$ cat config.mk
export PLATFORM = sky130hd
export DESIGN_NAME = seq_detect_scheduler
export DESIGN_NICKNAME = d
export VERILOG_FILES = /design/src/rtl/seq_detect_scheduler.sv
export SDC_FILE = /design/constraint.sdc
export NUM_CORES = 1
export LEC_CHECK = 0
export BUFFER_PORTS_ARGS = -buffer_cell sky130_fd_sc_hd__buf_4
export CORE_ASPECT_RATIO = 1.5
export CORE_UTILIZATION = 44
export CTS_CLUSTER_SIZE = 24
export DETAILED_ROUTE_END_ITERATION = 10
export PLACE_DENSITY = 0.74
export SLEW_MARGIN = 25
export SYNTH_ARGS = -nofsm -noshare
export SYNTH_HDL_FRONTEND = slang
export SYNTH_SLANG_ARGS = --single-unit
$ cat constraint.sdc
create_clock -name clk -period 1.9 [get_ports clk]
set_input_delay 0.285 -clock clk [delete_from_list [all_inputs] [get_ports clk]]
set_output_delay 0.285 -clock clk [all_outputs]
set_load 0.02 [all_outputs]
$ cat src/rtl/seq_detect_scheduler.sv
// Round-robin scheduler feeding one serial run-of-ones detector shared by NUM_REQ requesters.
// Optional define SEQ_DETECT_SCHED_FIRST_POS_EN adds res_first_pos (bit index of the first hit).
module seq_detect_scheduler #(
  parameter int NUM_REQ = 4,
  parameter int WIDTH   = 16,
  parameter int RUN_LEN = 6
) (
  input  logic                         clk,
  input  logic                         rst_n,
  input  logic [NUM_REQ-1:0]           req_valid,
  input  logic [NUM_REQ*WIDTH-1:0]     req_data,
  output logic [NUM_REQ-1:0]           req_ready,
  output logic                         res_valid,
  input  logic                         res_ready,
  output logic [$clog2(NUM_REQ)-1:0]   res_id,
  output logic [$clog2(WIDTH+1)-1:0]   res_count,
  output logic                         res_hit,
`ifdef SEQ_DETECT_SCHED_FIRST_POS_EN
  output logic [$clog2(WIDTH)-1:0]     res_first_pos,
`endif
  output logic                         busy
);

  localparam int IDW = $clog2(NUM_REQ);
  localparam int CW  = $clog2(WIDTH+1);
  localparam int BW  = $clog2(WIDTH);
  localparam int RW  = $clog2(RUN_LEN+1);

  localparam logic [1:0] IDLE   = 2'd0;
  localparam logic [1:0] SHIFT  = 2'd1;
  localparam logic [1:0] REPORT = 2'd2;

  logic [1:0]         state_r;
  logic [IDW-1:0]     last_grant_r;
  logic [WIDTH-1:0]   word_r;
  logic [BW-1:0]      bit_idx_r;
  logic [RW-1:0]      run_r;
  logic [CW-1:0]      count_r;
  logic               res_valid_r;
  logic [IDW-1:0]     res_id_r;
  logic               res_hit_r;
  logic               busy_r;
`ifdef SEQ_DETECT_SCHED_FIRST_POS_EN
  logic [BW-1:0]      first_pos_r;
`endif

  logic [IDW-1:0]     sel_s;
  logic [IDW-1:0]     idx_s;
  logic               found_s;
  logic [NUM_REQ-1:0] grant_s;
  logic [RW-1:0]      run_nxt_s;
  logic               hit_s;

  // Round-robin search starting just after the last granted requester.
  always_comb begin
    sel_s   = '0;
    idx_s   = '0;
    found_s = 1'b0;
    for (int i = 1; i <= NUM_REQ; i++) begin
      idx_s = IDW'((int'(last_grant_r) + i) % NUM_REQ);
      if (!found_s && req_valid[idx_s]) begin
        found_s = 1'b1;
        sel_s   = idx_s;
      end else begin
        found_s = found_s;
      end
    end
  end

  // Grant only in IDLE; gated by rst_n so req_ready reads 0 throughout reset.
  always_comb begin
    grant_s = '0;
    if (rst_n && (state_r == IDLE) && found_s) begin
      grant_s[sel_s] = 1'b1;
    end else begin
      grant_s = '0;
    end
  end

  // Saturating run counter; a saturated run keeps producing hits on every further one.
  always_comb begin
    run_nxt_s = '0;
    if (word_r[0]) begin
      run_nxt_s = (run_r == RW'(RUN_LEN)) ? run_r : run_r + RW'(1);
    end else begin
      run_nxt_s = '0;
    end
    hit_s = word_r[0] && (run_nxt_s == RW'(RUN_LEN));
  end

  // Scheduler FSM and detector datapath.
  always_ff @(posedge clk or negedge rst_n) begin
    if (!rst_n) begin
      state_r      <= IDLE;
      last_grant_r <= IDW'(NUM_REQ-1);
      word_r       <= '0;
      bit_idx_r    <= '0;
      run_r        <= '0;
      count_r      <= '0;
      res_valid_r  <= 1'b0;
      res_id_r     <= '0;
      res_hit_r    <= 1'b0;
      busy_r       <= 1'b0;
`ifdef SEQ_DETECT_SCHED_FIRST_POS_EN
      first_pos_r  <= '0;
`endif
    end else begin
      case (state_r)
        IDLE: begin
          if (found_s) begin
            word_r       <= req_data[sel_s*WIDTH +: WIDTH];
            res_id_r     <= sel_s;
            last_grant_r <= sel_s;
            run_r        <= '0;
            bit_idx_r    <= '0;
            count_r      <= '0;
            res_hit_r    <= 1'b0;
`ifdef SEQ_DETECT_SCHED_FIRST_POS_EN
            first_pos_r  <= '0;
`endif
            busy_r       <= 1'b1;
            state_r      <= SHIFT;
          end
        end
        SHIFT: begin
          word_r    <= word_r >> 1;
          run_r     <= run_nxt_s;
          bit_idx_r <= bit_idx_r + BW'(1);
          if (hit_s) begin
            count_r   <= count_r + CW'(1);
            res_hit_r <= 1'b1;
`ifdef SEQ_DETECT_SCHED_FIRST_POS_EN
            if (!res_hit_r) begin
              first_pos_r <= bit_idx_r;
            end
`endif
          end
          if (bit_idx_r == BW'(WIDTH-1)) begin
            state_r     <= REPORT;
            res_valid_r <= 1'b1;
          end
        end
        REPORT: begin
          if (res_ready) begin
            state_r     <= IDLE;
            res_valid_r <= 1'b0;
            busy_r      <= 1'b0;
          end
        end
        default: begin
          state_r     <= IDLE;
          res_valid_r <= 1'b0;
          busy_r      <= 1'b0;
        end
      endcase
    end
  end

  assign req_ready = grant_s;
  assign res_valid = res_valid_r;
  assign res_id    = res_id_r;
  assign res_count = count_r;
  assign res_hit   = res_hit_r;
  assign busy      = busy_r;
`ifdef SEQ_DETECT_SCHED_FIRST_POS_EN
  assign res_first_pos = first_pos_r;
`endif

endmodule

Word level (Yosys, flattened, before mapping)
Index checks and enable logic that the tools add are counted.
{ "totals": {"reg_bits": 37, "n_memories": 0, "elab_cells": 95, "ramBits": 0, "rom_bits": 0, "out_inout_bits": 14, "in_bits": 71, "latch_bits": 0} }
{ "op_classes": {"n_lt_le_gt_ge": 6, "div": 0, "mux": 42, "n_eq_ne": 9, "reduce_logical": 18, "shift": 1, "addsub": 7, "bitwise_logic": 2, "mul": 0} }
{ "ops": {"columns": ["cell", "n"], "rows": [
  ["64-bit by 7-bit indexed part select with 16-bit output", 1],
  ["16-bit one-hot mux with 2 select lines", 1],
  ["16-bit two-way mux", 1],
  ["2-bit by 3-bit < comparator with 1-bit output, second input constant", 5],
  ["1-bit two-way mux", 14],
  ["2-bit two-way mux", 7],
  ["3-bit AND reduction", 4],
  ["5-bit two-way mux", 2],
  ["5-bit one-hot mux with 2 select lines", 1],
  ["3-bit two-way mux", 3],
  ["1-bit binary-select mux with 2-bit select", 4],
  ["4-bit two-way mux", 2],
  ["2-bit != test, second input constant", 4],
  ["4-bit one-hot mux with 2 select lines", 1],
  ["1-bit logical AND", 7],
  ["3-bit equality test, second input constant", 2],
  ["1-bit one-hot mux with 3 select lines", 2],
  ["2-bit one-hot mux with 3 select lines", 1],
  ["3-bit one-hot mux with 2 select lines", 1],
  ["5-bit by 1-bit adder with 5-bit output, second input constant", 1],
  ["2-bit by 1-bit adder with 2-bit output, second input constant", 2],
  ["2-bit adder, second input constant", 2],
  ["4-bit by 1-bit adder with 4-bit output, second input constant", 1],
  ["4-bit equality test, second input constant", 1],
  ["other kinds (11)", 15]
]} }

Longest topological paths before layout
Gate-level depths: netlist of run 1.
{ "depth": {"depth_word": 18, "ltp_mapped": 8, "mapped_depth_nobuf": 7} }

Worst setup path before layout of run 1
Ideal clock, no wire load.
{ "synth_path": {"path_kind": "register -> output", "startpoint": "register last_grant_r[1]", "endpoint": "output req_ready[1]", "t_arrival_ns": 1.627, "required_ns": 1.615, "stages_incl_launch_ff": 8, "setup_slack_ns": -0.012, "n_path_buf": 3, "path_cell_list": "dfstp_2 -> clkbuf_2 -> mux2i_1 -> o22a_1 -> o21ai_2 -> buf_6 -> buf_6 -> nor2b_1"} }
{ "synth_via": {"elab_chain_cells": 18, "elab_cells_between_ends": 33, "cone_classes": "add/sub (4); order compare (2); mux (19); reduce/logical (8)"} }
{ "synth_rtl": {"columns": ["element", "line", "source"], "rows": [
  ["start, declared", "34", "logic [IDW-1:0] last_grant_r;"],
  ["start signal, assigned", "95", "last_grant_r <= IDW'(NUM_REQ-1);"],
  ["start signal, assigned", "113", "last_grant_r <= sel_s;"],
  ["2-bit by 1-bit adder with 2-bit output", "60", "idx_s = IDW'((int'(last_grant_r) + i) % NUM_REQ);"],
  ["1-bit binary-select mux with 2-bit select", "61", "if (!found_s && req_valid[idx_s]) begin"],
  ["1-bit two-way mux (implied by the code)", "61", null],
  ["1-bit two-way mux", "61", null],
  ["1-bit logical NOT", "61", null],
  ["1-bit logical AND", "61", null],
  ["1-bit two-way mux", "61", null],
  ["1-bit logical NOT", "61", null],
  ["[... 2 more ...]", null, null],
  ["1-bit logical NOT", "61", null],
  ["1-bit logical AND", "61", null],
  ["2-bit two-way mux", "61", null],
  ["2-bit by 3-bit < comparator with 1-bit output (implied by the code) / 2-bit by 1-bit greater-or-equal comparator with 1-bit output (equally long branches)", "74", "grant_s[sel_s] = 1'b1;"],
  ["1-bit logical AND (implied by the code)", "74", null],
  ["1-bit two-way mux (implied by the code)", "74", null],
  ["1-bit demux with 2-bit select", "74", null],
  ["4-bit two-way mux (*)", "73", "if (rst_n && (state_r == IDLE) && found_s) begin"],
  ["end, declared", "12", "output logic [NUM_REQ-1:0] req_ready,"]
]} }
Every way passes the cells marked *; elsewhere a longest branch is shown, timed or not. The select of a mux whose other input is x is not followed.

Final worst setup path of run 1
{ "layout_path": {"startpoint": "register last_grant_r[1]", "endpoint": "output req_ready[0]"} }
Same word-level chain as after synthesis.

==> results.md, run 1 <==
* Core area at 0.00485 mm^2
* GRT overflow at 0
* VDD IR max at 0.604 mV
* Synth Register Bits at 37
* Die Width at 60.2 um
* Async SR Flop Fraction at 100%
* Syn_area_per_cell at 9.82 um^2
* WP buf/inv at 1
* Via count at 2156
* Status: finished, violations left
* Placed cell count at 375
* Worst path arrival time at 1.71 ns
* Vias in the first global route at 2107
* Power density over the cells at 1160 mW/mm^2
* Drt pass-1 iters at 4
* R2R depth at 7
* Yosys top cell by area: dfrtp_1
* Antenna-violating nets left at 0
* Worst Max-Slew Pin Slew at 0.484 ns
* Clock Path Buffers at 2
* Clock latency on the worst-skew pair at 0.29 ns
* Layout cells sized above 1 at 41.7%
* # fillers at 402
* TritonCTS Buffers at 5
* Post-synth top area share at 39.1%
* Crit path max-delay family: flip-flops
* # rows at 31
* CP startpoint kind: flip-flop
* Final slew viol count at 0
* Area delta synth->final at 45.8%
* Diode count at 0
* Worst R2R Setup Slack at 0.04 ns
* Most frequent cells in the layout: buf_4 (94), dfrtp_1 (34), mux2i_1 (27)
* Wire per inst at 15.1 um
* Max Fclk at 502 MHz
* Crit end category: output port
* Total of max-cap violations at 0
* Port buffer count at 84
* Cell count after synthesis at 228
* Crit Path Max Fanout at 7
* Slowest stage delay, CP at 0.61 ns
* Clk_skew at 0.00500 ns
* Worst path cell trace: a211oi_2, or3_4, nand3_4, nor2_2, buf_6
* Sequential element share of the synthesized area at 41.5%
* Failing checks: negative setup slack
* Die area at 0.00538 mm^2
* WP data required at 1.62 ns
* Height of the chip at 89.4 um
* Setup WS pre-CTS at 0.0379 ns
* Hold path start: res_ready
* Warnings from Yosys at 0
* Initial core utilization at 46.2%
* Multi-input gate area at 0.00134 mm^2
* Layout Cells excl Fill at 390
* RSZ-0062 raised after global routing: true
* Drt initial violations at 81
* Slew headroom at 67.7%
* Total wire length at 5910 um
* Syn_nets at 303
* Dominant cells by area after synthesis: dfrtp_1 (39%), mux2i_1 (15%), o221ai_1 (6.3%)
* H-tree Lvls at 2
* Placer congestion estimate at 0.783
* Post-synth EDFFs at 0
* Storage element area at 930 um^2
* Synth cell types at 40
* Fin. Hold Viols at 0
* Initial antenna violation count at 0
* CTS root buffer: clkbuf_8
* Nets at 398
* Via density at 5.53
* R2R Path End: word_r[14]$_DFFE_PN0P_
* Setup ws final at -0.0933 ns
* First-pass GRT wire length at 9070 um
* Critical path class: flip-flop to output port
* DP HPWL at 4150 um
* Lkg Pwr at 1.59 nW
* Clock sinks at 37
* Hold Path Stages at 3
* Hold Path Class: input port to flip-flop
* Largest net degree at the start of global routing at 37
* CTS tree: yes
* Final setup fails at 4
* Slowest-stage cell, CP: dfstp_2
* DR DRC count at 0
* Worst R2R Start: last_grant_r[1]$_DFFE_PN1P_
* Post-synth top flop: dfrtp_1
* Commonest non-fill, non-tap cell in the layout: buf_4
* Minimum clock period at 1.99 ns
* CTS clk-pin slew, worst paths at 0.08 ns
* Hold endpoint: state_r[1]$_DFFE_PN0P_
* Mapped cell area at 0.00224 mm^2
* GRT Overall Usage at 22.5%
* I/O Pins at 85
* Final Cycle Share at 105%
[worst max-delay path by stage]
stage,depth (start not counted),end,slack (ns),from
after floorplan,7,req_ready[0],-0.004,last_grant_r[1]$_DFFE_PN1P_
after global placement,6,word_r[13]$_DFFE_PN0P_,0.08,last_grant_r[1]$_DFFE_PN1P_
after detailed placement,6,word_r[13]$_DFFE_PN0P_,0.04,last_grant_r[1]$_DFFE_PN1P_
after CTS,5,req_ready[1],-0.04,last_grant_r[1]$_DFFE_PN1P_
after global routing,6,req_ready[0],-0.15,last_grant_r[1]$_DFFE_PN1P_
final,5,req_ready[0],-0.09,last_grant_r[1]$_DFFE_PN1P_
[cell families after synthesis]
group	Yosys count	synth area share, %
AO/OA/AOI/OAI	59	17.9
XOR/XNOR	3	1.17
adder cells (fa/ha/maj)	4	2.24
buffers and inverters	16	4.81
flip-flops	37	41.5
multiplexers	33	14.8
AND/OR/NAND/NOR	76	17.7
[layout make-up]
class | instances | share of cell area (%)
clock inverters | 3 | 0.690
inverters | 3 | 0.345
well taps | 66 | 2.53
flip-flops and latches | 37 | 28.5
clock buffers | 5 | 2.11
repair buffers | 101 | 25.0
multi-input cells | 175 | 40.9
[stage by stage]
stage | TNS [ns] | hold slack [ns] | power, mW | instance area [um^2] | util [%]
6_report | -0.275 | 0.266 | 3.79 | 3260 | 67.3
4_1_cts | -0.0662 | 0.258 | 3.63 | 3170 | 65.3
3_5_place_dp | 0 | 0.263 | 2.95 | 2970 | 61.2
2_1_floorplan | -0.00892 | -0.0106 | 2.45 | 2240 | -
3_3_place_gp | 0 | 0.265 | 2.90 | 2970 | 61.2
5_1_grt | -1.37 | 0.289 | 4.05 | 3260 | 67.3
[synthesized netlist by cell type, types with 4 or more instances]
| cell | count |
|---|---|
| and3_1 | 16 |
| clkbuf_1 | 6 |
| dfrtp_1 | 35 |
| o221ai_1 | 16 |
| nand2_1 | 20 |
| a21oi_1 | 16 |
| nand3_1 | 8 |
| nor2_1 | 13 |
| ha_1 | 4 |
| mux2i_1 | 33 |
| o21ai_0 | 14 |
[power by group]
part | switching (mW) | leakage, nW | internal (mW)
clock | 0.300 | 0.0481 | 0.260
combinational | 0.929 | 1.08 | 0.967
sequential | 0.223 | 0.457 | 1.11
[worst min-delay path: cells and delay by family]
kind                   cells  cell delay [ns]
buffers and inverters      1             0.09
AO/OA/AOI/OAI              1             0.06
AND/OR/NAND/NOR            1             0.08
[metal layers]
metal,up-vias,global-route usage [%],routed length (um)
li1,1038,-,-
met1,1039,23.3,2260
met2,64,41.9,3300
met3,15,3.91,205
met4,0,11.2,142
met5,-,0,0
[state kept, by name (all words and copies together) (netlist names), 2 cells and up]
name	cells
bit_idx_r	4
last_grant_r	2
res_count	5
res_id	2
run_r	3
state_r	2
word_r	16
[what timing repair did]
action,in CTS,in global routing
cloned,0,1
setup buffers,3,3
endpoints found under the hold margin,1,0
hold buffers,1,0
gates resized for setup,17,12
setup endpoints to repair,4,21
pin swaps,8,11
(Power assumes the default switching activity.)
==> run 2: changes to the inputs <==
CORE_ASPECT_RATIO = 0.9   (was 1.5)
==> run 2 against run 1 <==
Compared with the run above:
- the flow still finishes with violations (negative setup slack)
- count of clock-buffer cells in the layout is 2 higher
- clock power grew 24%
- maximum frequency increased by 2.9%
- combinational power decreased by 2%
- clock skew increased by 0.0061 ns
- non-clock buffer count unchanged
- worst hold slack better by 0.023 ns
- first-iteration DRC count grew 58%
- critical path depth stayed put
- flip-flop and latch count is the same
- sequential share of layout area unchanged
- total power is 2.5% higher
==> results.md, run 2 (synthesis results as in run 1) <==
* Height of the chip at 69.7 um
* Status: finished, violations left
* Crit Path Max Fanout at 7
* Diode count at 0
* Failing checks: negative setup slack
* Vias in the first global route at 2060
* Total wire length at 5730 um
* Critical path class: flip-flop to output port
* Clock Path Buffers at 2
* Slew headroom at 66.6%
* Initial antenna violation count at 0
* CP startpoint kind: flip-flop
* Largest net degree at the start of global routing at 35
* Clk_skew at 0.0111 ns
* Port buffer count at 84
* Hold Path Class: input port to flip-flop
* Drt initial violations at 128
* Antenna-violating nets left at 0
* CP startpoint: last_grant_r[1]$_DFFE_PN1P_
* RSZ-0062 raised after global routing: true
* Via density at 5.49
* Worst Max-Slew Pin Slew at 0.501 ns
* GRT Overall Usage at 21.7%
* Placer congestion estimate at 0.778
* Power density over the cells at 1190 mW/mm^2
* GRT overflow at 0
* VDD IR max at 0.568 mV
* Clock latency on the worst-skew pair at 0.29 ns
* CTS tree: yes
* Layout Cells excl Fill at 389
* Core area at 0.00486 mm^2
* Clock sinks at 37
* Finished Cell Area at 0.00326 mm^2
* I/O Pins at 85
* Placement Cell Area at 0.00295 mm^2
* First-pass GRT wire length at 9290 um
* DR DRC count at 0
* DP HPWL at 3920 um
* Placed cell count at 373
* Number of flip-flops in the largest register at 16
* Most frequent cells in the layout: buf_4 (93), dfrtp_1 (34), mux2i_1 (26)
* Die area at 0.00538 mm^2
* # rows at 24
* Setup WS pre-CTS at 0.0128 ns
* Area delta synth->final at 45.8%
* Setup ws final at -0.0365 ns
* Worst R2R Start: last_grant_r[1]$_DFFE_PN1P_
* Commonest non-fill, non-tap cell in the layout: buf_4
* WP data required at 1.62 ns
* Initial core utilization at 46.0%
* Die Width at 77.2 um
* Final Cycle Share at 102%
* Wire per inst at 14.7 um
* Nets at 398
* Register with the most flip-flops: word_r
* Minimum clock period at 1.94 ns
* Crit end category: output port
* Worst path arrival time at 1.65 ns
* Max Fclk at 516 MHz
* Lkg Pwr at 1.60 nW
* Layout cells sized above 1 at 40.7%
* Final slew viol count at 0
* TritonCTS Buffers at 5
* Worst R2R Setup Slack at 0.03 ns
* H-tree Lvls at 2
* Drt pass-1 iters at 4
* Fin. Hold Viols at 0
* CTS root buffer: clkbuf_8
* Hold path start: res_ready
* Final setup fails at 4
* Total of max-cap violations at 0
* Via count at 2134
* CTS clk-pin slew, worst paths at 0.07 ns
==> run 2: critical path, cell delays in order, from the launching register on <==
cell and delay, ns:
dfstp_2 0.60, nand2b_1 0.16, a21boi_2 0.08, o21ai_4 0.20, nor2b_2 0.20, buf_6 0.12
==> run 2: worst paths after layout <==
path | end | cells after the start
min in group asynchronous | word_r[3]$_DFFE_PN0P_ | 2
max | req_ready[1] | 5
min reg2reg | res_hit$_DFFE_PN0P_ | 2
min | state_r[1]$_DFFE_PN0P_ | 3
max reg2reg | word_r[0]$_DFFE_PN0P_ | 7
max in group asynchronous | last_grant_r[0]$_DFFE_PN1P_ | 3
==> run 2: per-stage QoR <==
stage,setup TNS (ns),hold WS [ns],util (%),total power [mW]
floorplan,-0.00892,-0.0106,-,2.45
global route,-1.27,0.318,67.1,4.17
finish,-0.121,0.289,67.1,3.88
global placement,0,0.100,60.6,2.87
CTS,-0.0707,0.285,64.8,3.68
detailed placement,0,0.100,60.6,2.90
==> run 2: final cells by class <==
type	instances	area (um^2)
Inverter	3	11.3
Fill cell	383	1600
Multi-Input combinational cell	175	1290
Clock inverter	1	30.0
Timing Repair Buffer	101	835
Sequential cell	37	930
Tap cell	65	81.3
Clock buffer	7	86.3
==> run 2: metal layers <==
metal	wire [um]	GRT usage (%)
met5	0	0
met4	85	7.55
met3	350	5.00
met2	2770	35.5
met1	2520	28.0
==> run 2: where the power goes <==
part	switching [mW]	internal, mW
clock network	0.268	0.428
logic	0.895	0.965
registers	0.215	1.11
total	1.38	2.50
==> run 2: timing repair <==
action / 4_1_cts / 5_1_grt
resized for setup: 12 / 13
setup buffers: 4 / 0
hold buffers: 1 / 0
setup endpoints to repair: 4 / 21
hold endpoints to repair: 3 / 0
pin swaps: 5 / 1
gates cloned: 0 / 3
==> run 3: changes to the inputs <==
REMOVE_ABC_BUFFERS = 1   (was not set)
==> run 3 against run 2 <==
Compared with the run above:
- the run still ends with negative setup slack left
- worst hold slack got worse by 0.22 ns
- sequential power about the same
- clock skew down 0.0064 ns
- final cell count increased by 0.51%
- critical path type unchanged
==> results.md, run 3 (synthesis results as in run 1) <==
* GRT busiest layer: met2
* Layout Cells excl Fill at 391
* Slowest-stage cell, CP: dfstp_2
* Worst hold slack at 0.0690 ns
* Fin. Hold Viols at 0
* Drt initial violations at 106
* Worst Max-Slew Pin Slew at 0.534 ns
* CP startpoint kind: flip-flop
* Slew headroom at 64.4%
* I/O Pins at 85
* Initial core utilization at 46.0%
* DR DRC count at 0
* Slowest stage delay, CP at 0.60 ns
* RSZ-0062 raised after global routing: true
* Layout cells sized above 1 at 42.3%
* WP data required at 1.62 ns
* DP HPWL at 4250 um
* Most frequent cells in the layout: buf_4 (97), dfrtp_1 (34), mux2i_1 (27)
* Vias in the first global route at 2208
* Total wire length at 6210 um
* Met2 Track Usage GR at 39.9%
* Diode count at 0
* # rows at 24
* Finished Cell Area at 0.00329 mm^2
* Placed cell count at 376
* Nets at 400
* VDD IR max at 0.629 mV
* Met1 usage at 30.6%
* CTS root buffer: clkbuf_8
* First-pass GRT wire length at 10100 um
* Number of flip-flops in the largest register at 16
* R2R depth at 7
* GRT Overall Usage at 23.6%
* Height of the chip at 69.7 um
* Final Cycle Share at 102%
* Worst path cell trace: a211oi_2, or3_4, nand3_2, nor2_2, buf_4
* Core area at 0.00486 mm^2
* Placement Cell Area at 0.00298 mm^2
* Final slew viol count at 0
* Die Width at 77.2 um
* Port buffer count at 84
* CTS Hold Bufs at 0
* Placer congestion estimate at 0.784
* Clk_skew at 0.00469 ns
* Minimum clock period at 1.95 ns
* WP buf/inv at 1
* Total of max-cap violations at 0
* Area delta synth->final at 47.1%
* Clock sinks at 37
* Crit Path Max Fanout at 6
* CTS tree: yes
* GRT overflow at 0
* Worst path arrival time at 1.66 ns
* Failing checks: negative setup slack
* Wire per inst at 15.9 um
* Status: finished, violations left
* Final setup fails at 3
* Lkg Pwr at 1.61 nW
* Commonest non-fill, non-tap cell in the layout: buf_4
* Clock latency on the worst-skew pair at 0.29 ns
* Max Fclk at 514 MHz
* TritonCTS Buffers at 5
* H-tree Lvls at 2
* Crit path max-delay family: flip-flops
* Antenna-violating nets left at 0
* CTS clk-pin slew, worst paths at 0.07 ns
* Via density at 5.53
* Largest net degree at the start of global routing at 38
* Setup ws final at -0.0461 ns
* Via count at 2163
* Hold Path Class: input port to asynchronous set/reset pin
* Critical path class: flip-flop to output port
* Met3 Use GR at 4.08%
* Register with the most flip-flops: word_r
* Clock Path Buffers at 2
* Drt pass-1 iters at 4
* Utilization after layout at 67.7%
* Initial antenna violation count at 0
* Power density over the cells at 1210 mW/mm^2
* Die area at 0.00538 mm^2
* Crit end category: output port
* CP Depth at 5
[run 3: final timing paths]
path,from,endpoint,slack (ns)
worst max register to register,last_grant_r[1]$_DFFE_PN1P_,word_r[2]$_DFFE_PN0P_,0.03
min in group clk,res_ready,state_r[1]$_DFFE_PN0P_,0.28
worst min register to register,bit_idx_r[3]$_DFFE_PN0P_,bit_idx_r[3]$_DFFE_PN0P_,0.49
worst max-delay path,last_grant_r[1]$_DFFE_PN1P_,req_ready[0],-0.05
worst min-delay path,rst_n,busy$_DFFE_PN0P_,0.07
max in group asynchronous,rst_n,state_r[0]$_DFFE_PN0P_,1.48
[run 3: layer usage]
layer,up-vias,part of all wire (%)
li1,1041,-
met1,1035,45
met2,80,49
met3,7,5.3
met4,0,1.1
met5,-,0
[run 3: area by class of cell]
cell class              instances  area [um^2]
fillers                       397         1570
flip-flops and latches         37          930
repair buffers                103          841
inverters                       3         11.3
well taps                      65         81.3
clock buffers                   7         86.3
multi-input cells             175         1310
clock inverters                 1         30.0
[run 3: stage by stage]
step / total power, mW / setup TNS [ns] / worst slack, ns
final: 3.99 / -0.0908 / -0.0461
after global routing: 4.25 / -0.613 / -0.0887
after CTS: 3.79 / -0.0395 / -0.0170
after detailed placement: 2.99 / 0 / 0.0637
after global placement: 2.93 / 0 / 0.115
after floorplan: 2.36 / -15.78 / -0.894
[run 3: report_power, final]
group	total [mW]	switching [mW]	internal (mW)
clock network	0.708	0.280	0.428
registers	1.34	0.228	1.11
logic	1.95	0.946	1.00
total	3.99	1.45	2.54
[run 3: worst reg2reg max path: stages (launching register included)]
cell      delay [ns]
dfstp_2         0.60
nand2b_1        0.12
a21boi_1        0.09
o21ai_4         0.21
buf_6           0.18
buf_12          0.17
mux2i_2         0.23
o221ai_1        0.13
[run 3: timing repair]
action | in CTS | in global routing
pin swaps | 7 | 2
gates resized for setup | 5 | 22
setup endpoints to repair | 4 | 21
cloned | 0 | 2
setup buffers | 5 | 0
